==> config.mk <==
export PLATFORM = sky130hd
export DESIGN_NAME = c2f_thread_tracker
export DESIGN_NICKNAME = d
export VERILOG_FILES = /design/src/rtl/c2f_thread_tracker.sv
export SDC_FILE = /design/constraint.sdc
export NUM_CORES = 1
export LEC_CHECK = 0
export CORE_UTILIZATION = 51
export CTS_CLUSTER_SIZE = 30
export DETAILED_ROUTE_END_ITERATION = 6
export PLACE_DENSITY = 0.83
export SETUP_SLACK_MARGIN = 0.02
export SYNTH_ARGS = -nofsm -noshare
export SYNTH_HDL_FRONTEND = slang
export SYNTH_SLANG_ARGS = --single-unit
==> constraint.sdc <==
create_clock -name QClk -period 14.45 [get_ports QClk]
set_input_delay 2.89 -clock QClk [delete_from_list [all_inputs] [get_ports QClk]]
set_output_delay 2.89 -clock QClk [all_outputs]
set_load 0.01 [all_outputs]
==> src/rtl/c2f_thread_tracker.sv <==
// -----------------------------------------------------------------------------
// c2f_thread_tracker
//
// Core-to-fabric remote-access tracker for the GPC data-memory path. Core
// loads/stores whose address is not local to this core are queued into a
// request FIFO toward the ring. One outstanding remote read is tracked per
// hardware thread. The ring response is captured and handed back on the owning
// thread's next Q103H slot, registered at Q104H.
//
// Optional feature macro: C2F_TIMEOUT_EN
//   defined   : per-thread WAIT timeout. On expiry the thread goes to READY
//               with data 32'hDEAD_0000 | thread index and ErrSticky[1] is set.
//   undefined : WAIT is unbounded and ErrSticky[1] is tied to 0.
//
// Ports
//   QClk, RstQnnnH           clock, asynchronous active-high reset
//   CoreIdStrap              local core ID (addr[31:24] == 0 or == strap is local)
//   ThreadQ103H              one-hot thread owning the Q103H slot
//   AddressQ103H/WrDataQ103H core access address / write data
//   RdEnQ103H/WrEnQ103H      core read / write strobes
//   C2F_FullQ103H            access rejected this cycle, core replays it
//   ThreadRcAccess           per-thread freeze (remote read in WAIT or READY)
//   C2F_Req*Q500H            request FIFO head toward the ring
//   C2F_ReqReady             ring accepts the head this cycle
//   C2F_Rsp*Q502H            ring response
//   C2F_RspMatchQ104H/DataQ104H  delivered remote read data
//   C2F_ErrSticky            bit0 protocol error, bit1 timeout
// -----------------------------------------------------------------------------
package c2f_pkg;
  typedef enum logic {
    C2F_RD = 1'b0,
    C2F_WR = 1'b1
  } t_opcode;
endpackage

module c2f_thread_tracker
  import c2f_pkg::*;
#(
  parameter int NUM_THREADS = 4,
  parameter int TID_W       = $clog2(NUM_THREADS),
  parameter int FIFO_DEPTH  = 4,
  parameter int TIMEOUT_CYC = 1023
) (
  input  logic                   QClk,
  input  logic                   RstQnnnH,
  input  logic [7:0]             CoreIdStrap,
  input  logic [NUM_THREADS-1:0] ThreadQ103H,
  input  logic [31:0]            AddressQ103H,
  input  logic [31:0]            WrDataQ103H,
  input  logic                   RdEnQ103H,
  input  logic                   WrEnQ103H,
  output logic                   C2F_FullQ103H,
  output logic [NUM_THREADS-1:0] ThreadRcAccess,
  output logic                   C2F_ReqValidQ500H,
  input  logic                   C2F_ReqReady,
  output t_opcode                C2F_ReqOpcodeQ500H,
  output logic [TID_W-1:0]       C2F_ReqThreadIDQ500H,
  output logic [31:0]            C2F_ReqAddressQ500H,
  output logic [31:0]            C2F_ReqDataQ500H,
  input  logic                   C2F_RspValidQ502H,
  input  logic [TID_W-1:0]       C2F_RspThreadIDQ502H,
  input  logic [31:0]            C2F_RspDataQ502H,
  output logic                   C2F_RspMatchQ104H,
  output logic [31:0]            C2F_RspDataQ104H,
  output logic [1:0]             C2F_ErrSticky
);

  localparam int PTR_W = $clog2(FIFO_DEPTH);
  localparam int CNT_W = $clog2(FIFO_DEPTH + 1);

  typedef enum logic [1:0] {
    ST_IDLE  = 2'd0,
    ST_WAIT  = 2'd1,
    ST_READY = 2'd2
  } t_state;

  typedef struct packed {
    t_opcode          op;
    logic [TID_W-1:0] tid;
    logic [31:0]      addr;
    logic [31:0]      data;
  } t_req;

  // Request FIFO storage
  t_req             r_mem [FIFO_DEPTH];
  logic [PTR_W-1:0] r_wr_ptr;
  logic [PTR_W-1:0] r_rd_ptr;
  logic [CNT_W-1:0] r_count;

  // Per-thread tracking
  t_state      r_state [NUM_THREADS];
  logic [31:0] r_cap   [NUM_THREADS];

  logic        r_rsp_match;
  logic [31:0] r_rsp_data;
  logic [1:0]  r_err;

  logic                   w_is_local;
  logic                   w_remote;
  logic                   w_fifo_full;
  logic                   w_thr_busy;
  logic [TID_W-1:0]       w_tid;
  logic                   w_rd_err;
  logic                   w_reject;
  logic                   w_push;
  logic                   w_pop;
  logic                   w_valid;
  t_req                   w_head;
  t_req                   w_new;
  logic [NUM_THREADS-1:0] w_rsp_hit;
  logic [NUM_THREADS-1:0] w_deliver;
  logic [NUM_THREADS-1:0] w_rc;
  logic [NUM_THREADS-1:0] w_to_hit;
  logic [31:0]            w_dlv_data;
  logic                   w_rsp_err;

  // Request classification and push/pop decisions
  always_comb begin
    w_is_local  = (AddressQ103H[31:24] == 8'h00) || (AddressQ103H[31:24] == CoreIdStrap);
    w_remote    = (RdEnQ103H || WrEnQ103H) && !w_is_local;
    // Fullness uses the current count only: a same-cycle pop does not make room.
    w_fifo_full = (r_count == CNT_W'(FIFO_DEPTH));
    w_thr_busy  = 1'b0;
    w_tid       = '0;
    for (int i = 0; i < NUM_THREADS; i++) begin
      w_tid      = w_tid | (ThreadQ103H[i] ? TID_W'(i) : TID_W'(0));
      w_thr_busy = w_thr_busy | (ThreadQ103H[i] && (r_state[i] != ST_IDLE));
    end
    // A second remote read while one is outstanding is a protocol error.
    w_rd_err = w_remote && RdEnQ103H && w_thr_busy;
    w_reject = w_remote && (w_fifo_full || w_rd_err);
    w_push   = w_remote && !w_reject;
    w_pop    = (r_count != CNT_W'(0)) && C2F_ReqReady;
    w_new.op   = WrEnQ103H ? C2F_WR : C2F_RD;
    w_new.tid  = w_tid;
    w_new.addr = AddressQ103H;
    w_new.data = WrDataQ103H;
  end

  // Response matching, delivery selection and freeze decode
  always_comb begin
    w_rsp_hit  = '0;
    w_deliver  = '0;
    w_rc       = '0;
    w_dlv_data = 32'h0000_0000;
    for (int i = 0; i < NUM_THREADS; i++) begin
      w_rsp_hit[i] = C2F_RspValidQ502H && (C2F_RspThreadIDQ502H == TID_W'(i)) &&
                     (r_state[i] == ST_WAIT);
      w_deliver[i] = ThreadQ103H[i] && (r_state[i] == ST_READY);
      w_rc[i]      = (r_state[i] != ST_IDLE);
      w_dlv_data   = w_dlv_data | (w_deliver[i] ? r_cap[i] : 32'h0000_0000);
    end
    // Any response that does not land on a waiting thread is dropped and flagged.
    w_rsp_err = C2F_RspValidQ502H && !(|w_rsp_hit);
  end

`ifdef C2F_TIMEOUT_EN
  localparam int TO_W = $clog2(TIMEOUT_CYC + 1);
  logic [TO_W-1:0] r_to_cnt [NUM_THREADS];

  // Timeout fires on the last WAIT cycle unless a response wins that cycle
  always_comb begin
    w_to_hit = '0;
    for (int i = 0; i < NUM_THREADS; i++) begin
      w_to_hit[i] = (r_state[i] == ST_WAIT) && !w_rsp_hit[i] &&
                    (r_to_cnt[i] == TO_W'(TIMEOUT_CYC - 1));
    end
  end

  // WAIT-cycle counters, held at zero outside WAIT so entry starts from zero
  always_ff @(posedge QClk or posedge RstQnnnH) begin
    if (RstQnnnH) begin
      for (int i = 0; i < NUM_THREADS; i++) r_to_cnt[i] <= TO_W'(0);
    end else begin
      for (int i = 0; i < NUM_THREADS; i++) begin
        if (r_state[i] == ST_WAIT) r_to_cnt[i] <= r_to_cnt[i] + TO_W'(1);
        else                       r_to_cnt[i] <= TO_W'(0);
      end
    end
  end
`else
  logic w_unused_timeout;
  assign w_to_hit         = '0;
  assign w_unused_timeout = (TIMEOUT_CYC > 0);
`endif

  // Request FIFO: pointers, occupancy and storage
  always_ff @(posedge QClk or posedge RstQnnnH) begin
    if (RstQnnnH) begin
      r_wr_ptr <= PTR_W'(0);
      r_rd_ptr <= PTR_W'(0);
      r_count  <= CNT_W'(0);
      for (int i = 0; i < FIFO_DEPTH; i++) r_mem[i] <= '0;
    end else begin
      if (w_push) begin
        r_mem[r_wr_ptr] <= w_new;
        r_wr_ptr        <= r_wr_ptr + PTR_W'(1);
      end
      if (w_pop) r_rd_ptr <= r_rd_ptr + PTR_W'(1);
      r_count <= r_count + CNT_W'(w_push) - CNT_W'(w_pop);
    end
  end

  // Per-thread remote-read state machines and captured data
  always_ff @(posedge QClk or posedge RstQnnnH) begin
    if (RstQnnnH) begin
      for (int i = 0; i < NUM_THREADS; i++) begin
        r_state[i] <= ST_IDLE;
        r_cap[i]   <= 32'h0000_0000;
      end
    end else begin
      for (int i = 0; i < NUM_THREADS; i++) begin
        case (r_state[i])
          ST_IDLE: begin
            // Writes are posted; only an accepted read arms the tracker.
            if (w_push && RdEnQ103H && ThreadQ103H[i]) r_state[i] <= ST_WAIT;
          end
          ST_WAIT: begin
            if (w_rsp_hit[i]) begin
              r_cap[i]   <= C2F_RspDataQ502H;
              r_state[i] <= ST_READY;
            end else if (w_to_hit[i]) begin
              r_cap[i]   <= 32'hDEAD_0000 | 32'(i);
              r_state[i] <= ST_READY;
            end
          end
          ST_READY: begin
            if (ThreadQ103H[i]) begin
              r_cap[i]   <= 32'h0000_0000;
              r_state[i] <= ST_IDLE;
            end
          end
          default: r_state[i] <= ST_IDLE;
        endcase
      end
    end
  end

  // Q104H delivery registers and sticky error flags
  always_ff @(posedge QClk or posedge RstQnnnH) begin
    if (RstQnnnH) begin
      r_rsp_match <= 1'b0;
      r_rsp_data  <= 32'h0000_0000;
      r_err       <= 2'b00;
    end else begin
      r_rsp_match <= |w_deliver;
      r_rsp_data  <= w_dlv_data;
      r_err[0]    <= r_err[0] | w_rsp_err | w_rd_err;
      r_err[1]    <= r_err[1] | (|w_to_hit);
    end
  end

  // Head-of-FIFO view; all request fields read as zero when empty
  always_comb begin
    w_valid = (r_count != CNT_W'(0));
    w_head  = r_mem[r_rd_ptr];
    if (w_valid) begin
      C2F_ReqOpcodeQ500H   = w_head.op;
      C2F_ReqThreadIDQ500H = w_head.tid;
      C2F_ReqAddressQ500H  = w_head.addr;
      C2F_ReqDataQ500H     = w_head.data;
    end else begin
      C2F_ReqOpcodeQ500H   = C2F_RD;
      C2F_ReqThreadIDQ500H = TID_W'(0);
      C2F_ReqAddressQ500H  = 32'h0000_0000;
      C2F_ReqDataQ500H     = 32'h0000_0000;
    end
  end

  // Rejection is suppressed while reset is asserted so every output reads zero.
  assign C2F_FullQ103H     = w_reject && !RstQnnnH;
  assign C2F_ReqValidQ500H = w_valid;
  assign ThreadRcAccess    = w_rc;
  assign C2F_RspMatchQ104H = r_rsp_match;
  assign C2F_RspDataQ104H  = r_rsp_data;
  assign C2F_ErrSticky     = r_err;

endmodule

==> flow_metrics.env, run 1 <==
export IMPL_leakagePower_nw=10.8
export IMPL_rows=72
export IMPL_clock_path_buffers=3
export IMPL_grt_overflow=0
export IMPL_ant_nets=0
export IMPL_nets=1848
export IMPL_holdCritPathClass="flip-flop to flip-flop"
export IMPL_cts_tree="yes"
export IMPL_power_density_nw_per_um2=236
export IMPL_area_delta_synth_final_pct=19.4
export IMPL_cts_repair_resized=0
export IMPL_synth_top_area_share_pct=55.1
export IMPL_min_period_ns=7.99
export IMPL_synth_distinct_cells=41
export IMPL_drt_iter0_drc=905
export IMPL_ys_warn_count=0
export IMPL_critical_path_class="input pin to primary output"
export IMPL_grt_antenna_before_repair=7
export IMPL_drv_cap=0
export IMPL_syn_avg_cell_area_um2=13.1
export IMPL_async_flop_share_pct=100
export IMPL_synth_nets=1662
export IMPL_synth_seq_cells=445
export IMPL_max_freq_mhz=125
export IMPL_worstSkewPairLatency_ns=0.59
export IMPL_cp_data_arrival_time_ns=5.10
export IMPL_rsz0062_at_grt="no"
export IMPL_cp_max_fo=9
export IMPL_clk_pin_slew_ns=0.06
export IMPL_io_pins=224
export IMPL_post_cts_setup_buffer_count=0
export IMPL_grt_max_degree=85
export IMPL_first_pass_iters=5
export IMPL_grt_pass1_vias=13800
export IMPL_syn_inst=1539
export IMPL_vdd_drop_max_mv=0.115
export IMPL_setup_viol=0
export IMPL_io_buffers=222
export IMPL_fillers=2832
export IMPL_critPathLaunchType="input pin"
export IMPL_synth_area_leader_cell="dfrtp_1"
export IMPL_grt_pass1_wl_um=76500
export IMPL_max_slew_margin_rel_pct=24.3
export IMPL_status="finished, final reports clean"
export IMPL_multiInputGateArea_um2=8330
export IMPL_die_h_um=201
export IMPL_core_um2=38800
export IMPL_worstMarginPinSlew_ns=1.13
export IMPL_htreeDepth=2
export IMPL_yosys_top_cells_area="dfrtp_1 55%, mux2_4 8.9%, mux2_2 8.2%"
export IMPL_initial_core_util_pct=52.1
export IMPL_vias=12900
export IMPL_regArea_um2=11100
export IMPL_die_w_um=201
export IMPL_finalClockSkew_ns=0.0197
export IMPL_ys_seq_area_share_pct=55.1
export IMPL_required_ns=11.56
export IMPL_grtUsageTotal_pct=24.0
export IMPL_layout_drive_gt1_share_pct=26.2
export IMPL_setup_slack_ns=6.46
export IMPL_die_area_um2=40400
export IMPL_postSynth_topFlopCell="dfrtp_1"
export IMPL_min_period_over_period_pct=55.3
export IMPL_hpwl_um=28800
export IMPL_vias_per_cell=5.68
export IMPL_detailedPlace_worstSlack_ns=6.44
export IMPL_drc_errors=0
export IMPL_tns_ns=0
export IMPL_routabilityCongestion=0.782
export IMPL_routedWlPerCell_um=20.8
export IMPL_hold_buffers=0
export IMPL_synth_edf_count=0
export IMPL_final_max_slew_viol_count=0
export IMPL_finalHoldViolations=0
export IMPL_wl_um=47400
export IMPL_clock_root_buffer="clkbuf_16"
export IMPL_end_kind="primary output"
export IMPL_cts_sinks=445
export IMPL_syn_area_um2=20200
export IMPL_numCtsBuffers=48
[critical path, stage by stage]
cell and delay [ns]:
clkdlybuf4s50_1 0.67, xor2_1 0.22, nor4_2 0.09, a21oi_4 0.41
nor3b_1 0.25, clkdlybuf4s50_1 0.57
[metal layers]
metal,global-route usage [%],wire [um]
met1,31.6,19600
met2,39.4,23600
met3,5.26,3140
met4,8.26,976
met5,0,57
[area by class of cell]
| class | instances | share of cell area (%) |
|---|---|---|
| Antenna cell | 1 | 0.0104 |
| Clock buffer | 75 | 6.15 |
| Clock inverter | 9 | 0.358 |
| Inverter | 14 | 0.233 |
| Multi-Input combinational cell | 971 | 34.5 |
| Sequential cell | 445 | 46.2 |
| Tap cell | 518 | 2.68 |
| Timing Repair Buffer | 245 | 9.92 |
[Yosys cell counts, types with 5 or more instances]
cell and count:
mux2_4 120, buf_12 16, buf_1 5, mux2_2 148, a22oi_1 64, inv_1 14
nand2_1 293, nor2_1 6, clkbuf_1 69, o21ai_0 101, ha_1 6, xor2_1 9
dfrtp_1 445, buf_4 13, or2_2 6, mux4_2 67, and2_1 69, buf_2 6
nand2b_1 7, nand3_1 37
[metrics by stage]
stage	hold slack [ns]	power (mW)	util [%]	cells	cell area, um2
floorplan	0.462	3.72	-	1539	20200
global placement	0.477	4.40	58.1	2193	22600
detailed placement	0.485	4.50	58.1	2193	22600
CTS	0.496	5.74	62.2	2277	24100
global route	0.512	6.01	62.2	2278	24100
finish	0.497	5.70	62.2	2278	24100
[placed cells by master (no fill, tap or decap), types with 3 or more instances in the layout]
cell             count
inv_6                3
o21ai_0            101
nand3_4              4
clkinvlp_4           3
clkbuf_1            10
dfrtp_1            443
o32ai_1              4
clkdlybuf4s50_1    222
ha_1                 6
clkinv_2             3
and2_1              69
clkbuf_16           49
clkbuf_8            16
mux2_2             148
mux4_2              67
nand3_1             37
or2_2                6
inv_1               13
buf_4               23
mux2_4             120
nor2_1               3
nand2_1            293
nand2b_1             7
xor2_1               9
xnor2_1              4
a22oi_1             64
[path summary, 6_finish.rpt]
path	start	end	slack [ns]	cells past startpoint
setup / recovery	AddressQ103H[31]	C2F_FullQ103H	6.46	6
hold / removal	r_cap[110]	r_cap[110]	0.50	2
setup reg to reg	r_state[4]	r_count[2]	11.43	12
hold reg to reg	r_cap[110]	r_cap[110]	0.50	2
max in group asynchronous	RstQnnnH	r_cap[4]	8.68	5
min in group asynchronous	RstQnnnH	r_mem[189]	2.76	2
[sequential cells by signal (all words and copies together), names as in the netlist, 2 cells and up]
signal            cells
C2F_RspDataQ104H     32
r_wr_ptr              2
r_state               8
r_cap               128
r_count               3
r_rd_ptr              2
r_mem               268
[logic make-up after synthesis]
logic type | Yosys count | synth area share, %
flip-flops | 445 | 55.1
AND/OR/NAND/NOR | 437 | 9.86
multiplexers | 335 | 24.6
AO/OA/AOI/OAI | 178 | 5.51
buffers and inverters | 123 | 3.85
XOR/XNOR | 13 | 0.563
adder cells (fa/ha/maj) | 7 | 0.470
other | 1 | 0.0186
[report_power, final]
part	switching (mW)	leakage, nW	internal, mW	total [mW]
logic	0.867	4.56	1.43	2.29
clock network	0.495	0.770	0.720	1.22
registers	0.372	5.47	1.82	2.19
total	1.73	10.8	3.97	5.70
Note: power is estimated with default switching activity, not from simulation.
==> inputs of run 2 (changes only) <==
Clock period 14.45 ns to 7.2 ns, I/O delays scaled along.
==> run 2 against run 1 <==
Clock-buffer cell count fell by 4. Worst setup slack worse by 4.3 ns. Non-clock buffer count decreased by 3. Critical path depth is the same. Clock power grew 98%. Sequential share of layout area up 0.055 points. Via count decreased by 0.26%. Cell count about the same.
==> flow_metrics.env, run 2 (synthesized netlist as in run 1, its figures left out) <==
export IMPL_initial_core_util_pct=52.1
export IMPL_worstHoldStart="C2F_ErrSticky[0]"
export IMPL_grt_max_degree=203
export IMPL_layout_drive_gt1_share_pct=26.0
export IMPL_holdCritPathClass="flip-flop to flip-flop"
export IMPL_leakagePower_nw=10.8
export IMPL_critPathLaunchType="input pin"
export IMPL_setup_viol=0
export IMPL_die_h_um=201
export IMPL_io_buffers=222
export IMPL_grtUsageTotal_pct=24.0
export IMPL_r2r_start="r_state[6]"
export IMPL_grt_pass1_wl_um=76700
export IMPL_required_ns=5.76
export IMPL_rows=72
export IMPL_worstMarginPinSlew_ns=1.11
export IMPL_worstSkewPairLatency_ns=0.59
export IMPL_grt_overflow=0
export IMPL_hpwl_um=28300
export IMPL_post_cts_setup_buffer_count=0
export IMPL_cts_tree="yes"
export IMPL_finalHoldViolations=0
export IMPL_vdd_drop_max_mv=0.231
export IMPL_final_cell_mix="443 x dfrtp_1, 293 x nand2_1, 222 x clkdlybuf4s50_1, 148 x mux2_2, 120 x mux2_4"
export IMPL_cts_repair_resized=0
export IMPL_placed_cells=2190
export IMPL_first_pass_iters=5
export IMPL_drc_errors=0
export IMPL_routabilityCongestion=0.828
export IMPL_drt_iter0_drc=960
export IMPL_ant_nets=0
export IMPL_routedWlPerCell_um=20.8
export IMPL_cp_max_fo=9
export IMPL_area_delta_synth_final_pct=19.3
export IMPL_critical_path_class="input pin to primary output"
export IMPL_status="finished, final reports clean"
export IMPL_clock_root_buffer="clkbuf_16"
export IMPL_cts_sinks=445
export IMPL_core_um2=38800
export IMPL_r2r_slack_ns=3.98
export IMPL_post_route_util_pct=62.1
export IMPL_rr_worst_depth=6
export IMPL_max_freq_mhz=197
export IMPL_fin_cells=2276
export IMPL_min_period_over_period_pct=70.5
export IMPL_nets=1844
export IMPL_grt_antenna_before_repair=3
export IMPL_clk_pin_slew_ns=0.06
export IMPL_io_pins=224
export IMPL_htreeDepth=2
export IMPL_wl_um=47400
export IMPL_largest_reg_flops=268
export IMPL_finalClockSkew_ns=0.0174
export IMPL_vias=12900
export IMPL_max_slew_margin_rel_pct=25.8
export IMPL_cp_data_arrival_time_ns=3.64
export IMPL_clock_path_buffers=3
export IMPL_r2r_end="r_mem[77]"
export IMPL_final_common_cell="dfrtp_1"
export IMPL_grt_pass1_vias=13700
export IMPL_min_period_ns=5.08
export IMPL_hold_depth=1
export IMPL_die_area_um2=40400
export IMPL_final_max_slew_viol_count=0
export IMPL_drv_cap=0
export IMPL_die_w_um=201
export IMPL_holdPathEnd="C2F_ErrSticky[0]"
export IMPL_hold_buffers=0
export IMPL_end_kind="primary output"
export IMPL_tns_ns=0
export IMPL_vias_per_cell=5.67
export IMPL_power_density_nw_per_um2=474
export IMPL_numCtsBuffers=47
export IMPL_largest_register="r_mem"
export IMPL_crit_start="AddressQ103H[31]"
export IMPL_rsz0062_at_grt="no"
run 2: routing by layer:
layer	part of all wire, %	wire (um)	global-route usage (%)
met1	42	19900	31.9
met2	49	23400	39.5
met3	6.3	3010	4.79
met4	2.4	1130	8.21
met5	0.044	21	0
run 2: final cells by class:
type / instances / area (um2)
fill: 2844 / 14700
sequential: 445 / 11100
multi-input combinational: 971 / 8330
timing repair buffer: 242 / 2400
clock buffer: 71 / 1400
tap: 518 / 648
clock inverter: 14 / 143
inverter: 14 / 56.3
antenna: 1 / 2.50
run 2: worst max-delay path, cell delays in order:
cell and delay [ns]:
clkdlybuf4s50_1 0.64, xor2_1 0.21, nor4_2 0.10, a21oi_4 0.39, nor3b_1 0.24, clkdlybuf4s50_1 0.60
run 2: power by group:
| group | switching, mW | internal, mW |
|---|---|---|
| logic | 1.69 | 2.88 |
| registers | 0.786 | 3.65 |
| clock network | 1.00 | 1.41 |
run 2: worst max-delay path by stage:
stage	endpoint	slack, ns	cells after the start
3_5_place_dp	C2F_FullQ103H	2.10	6
3_3_place_gp	C2F_FullQ103H	2.09	6
2_1_floorplan	C2F_ErrSticky[0]	-0.26	1
4_1_cts	C2F_FullQ103H	2.09	6
6_report	C2F_FullQ103H	2.12	6
5_1_grt	C2F_ReqDataQ500H[31]	1.97	4
run 2: stage by stage:
step	worst slack [ns]	power (mW)	area, um2	hold WS, ns
floorplan	-0.255	7.47	20200	0.462
global route	1.97	12.0	24100	0.509
global placement	2.09	8.84	22600	0.476
detailed placement	2.10	9.06	22600	0.479
finish	2.12	11.4	24100	0.498
CTS	2.09	11.5	24100	0.492
==> inputs of run 3 (changes only) <==
Settings changed: CORE_UTILIZATION 51 to 57, PLACE_DENSITY 0.83 to 0.88.
Clock period 7.2 ns to 5 ns, I/O delays scaled along.
==> run 3 against run 2 <==
Sequential power is 45% higher. Cell area grew 1.0%. Utilization increased by 8.1 points. Non-clock buffer count is 9 higher. Highest routed layer unchanged. Routed wire length up 5.5%. Die area shrank 10%.
==> flow_metrics.env, run 3 (synthesized netlist as in run 1, its figures left out) <==
export IMPL_status="finished, final reports clean"
export IMPL_min_period_ns=4.27
export IMPL_cp_data_arrival_time_ns=3.27
export IMPL_initial_core_util_pct=58.2
export IMPL_required_ns=4.00
export IMPL_fin_cells=2223
export IMPL_final_common_cell="dfrtp_1"
export IMPL_first_pass_iters=5
export IMPL_clock_root_buffer="clkbuf_16"
export IMPL_setup_viol=0
export IMPL_largest_reg_flops=268
export IMPL_grt_overflow=0
export IMPL_cp_max_fo=9
export IMPL_power_mw=17.2
export IMPL_vias=13300
export IMPL_core_um2=34700
export IMPL_max_freq_mhz=234
export IMPL_worstSkewPairLatency_ns=0.59
export IMPL_clk_pin_slew_ns=0.06
export IMPL_regArea_um2=11100
export IMPL_area_delta_synth_final_pct=20.5
export IMPL_rsz0062_at_grt="no"
export IMPL_numCtsBuffers=47
export IMPL_rows=68
export IMPL_power_switching_mw=5.29
export IMPL_final_cell_mix="443 x dfrtp_1, 293 x nand2_1, 222 x clkdlybuf4s50_1, 148 x mux2_2, 120 x mux2_4"
export IMPL_worstHoldStart="r_mem[132]"
export IMPL_max_slew_margin_rel_pct=23.6
export IMPL_hpwl_um=29600
export IMPL_finalHoldViolations=0
export IMPL_path_cells="clkdlybuf4s50_1 > xor2_1 > nor4_2 > a21oi_4 > nor3b_1 > clkdlybuf4s50_1"
export IMPL_r2r_start="r_count[1]"
export IMPL_critical_path_class="input pin to primary output"
export IMPL_holdCritPathClass="flip-flop to flip-flop"
export IMPL_cp_slowest_cell="clkdlybuf4s50_1"
export IMPL_ant_nets=0
export IMPL_min_period_over_period_pct=85.4
export IMPL_hold_buffers=0
export IMPL_die_area_um2=36200
export IMPL_grt_pass1_wl_um=79700
export IMPL_fillers=2227
export IMPL_grt_antenna_before_repair=5
export IMPL_grt_pass1_vias=14400
export IMPL_end_kind="primary output"
export IMPL_cts_tree="yes"
export IMPL_drt_iter0_drc=971
export IMPL_layout_drive_gt1_share_pct=26.7
export IMPL_worstMarginPinSlew_ns=1.15
export IMPL_finalClockSkew_ns=0.0215
export IMPL_drc_errors=0
export IMPL_nets=1853
export IMPL_final_max_slew_viol_count=0
export IMPL_drv_cap=0
export IMPL_power_density_nw_per_um2=705
export IMPL_routedWlPerCell_um=22.5
export IMPL_crit_start="AddressQ103H[31]"
export IMPL_critPathLaunchType="input pin"
export IMPL_multiInputGateArea_um2=8320
export IMPL_io_buffers=222
export IMPL_crit_top_cell="clkdlybuf4s50_1"
export IMPL_placed_cells=2136
export IMPL_p_int_mw=11.9
export IMPL_grt_max_degree=214
export IMPL_largest_register="r_mem"
export IMPL_vdd_drop_max_mv=0.511
export IMPL_slowest_delay_ns=0.63
export IMPL_pwr_share_comb_pct=39.5
export IMPL_die_w_um=190
export IMPL_cts_sinks=445
export IMPL_htreeDepth=2
export IMPL_leakagePower_nw=10.9
export IMPL_post_cts_setup_buffer_count=0
export IMPL_grtUsageTotal_pct=28.4
export IMPL_vias_per_cell=5.96
export IMPL_clock_path_buffers=3
export IMPL_routabilityCongestion=0.808
export IMPL_wl_um=50100
export IMPL_seq_power_share_pct=37.4
export IMPL_cts_repair_resized=0
export IMPL_clockPowerShare_pct=23.1
export IMPL_io_pins=224
export IMPL_p_sw_share_pct=30.8
export IMPL_die_h_um=190
run 3: cell types whose count changed in the layout (fill, tap and decap cells not counted), moves of 3 or more:
cell,delta
bufinv_16,+10
buf_4,+6
clkbuf_1,-6
clkbuf_8,-6
clkinvlp_4,+4
buf_12,+3
clkinv_2,-3
run 3: worst paths after layout:
kind / to / slack, ns / cells after the start
setup / recovery: C2F_FullQ103H / 0.73 / 6
hold / removal: r_mem[132] / 0.50 / 1
setup reg to reg: r_count[2] / 1.98 / 9
hold reg to reg: r_mem[132] / 0.50 / 1
max in group asynchronous: r_cap[86] / 3.00 / 3
min in group asynchronous: r_mem[125] / 1.00 / 3
run 3: final cells by class:
class	instances	area share, %
sequential	445	45.7
multi-input combinational	971	34.2
timing repair buffer	251	10.3
clock buffer	59	5.30
tap	455	2.34
clock inverter	26	1.93
inverter	14	0.231
antenna	2	0.0205
run 3: worst max-delay path, delay by kind of cell:
family / cells / cell delay [ns]
compound gates: 1 / 0.39
xor+xnor: 1 / 0.28
buf+inv: 2 / 1.25
simple gates: 2 / 0.35
run 3: per-stage QoR:
step                      TNS (ns)  utilization (%)  cell area [um2]  worst slack, ns  hold WS [ns]
after floorplan            -896.76                -            20200            -2.02         0.462
after global placement           0             65.1            22600            0.740         0.475
after detailed placement         0             65.1            22600            0.746         0.487
after CTS                        0             70.2            24400            0.740         0.501
after global routing             0             70.2            24400            0.674         0.514
final                            0             70.2            24400            0.731         0.499
run 3: power by group through the flow:
stage / Combinational (mW) / Clock [mW] / Sequential [mW]
after floorplan: 4.86 / 0 / 5.89
after global placement: 6.49 / 0 / 6.22
after detailed placement: 6.73 / 0 / 6.37
after CTS: 6.85 / 4.02 / 6.38
after global routing: 7.27 / 4.16 / 6.57
final: 6.79 / 3.97 / 6.42
run 3: layer usage:
metal	share of wire, %	up-vias	track usage (%)
met5	0.082	-	0
met4	3.0	6	10.9
met3	7.4	110	6.40
met2	50	520	47.3
met1	40	6851	36.2
li1	-	5767	-
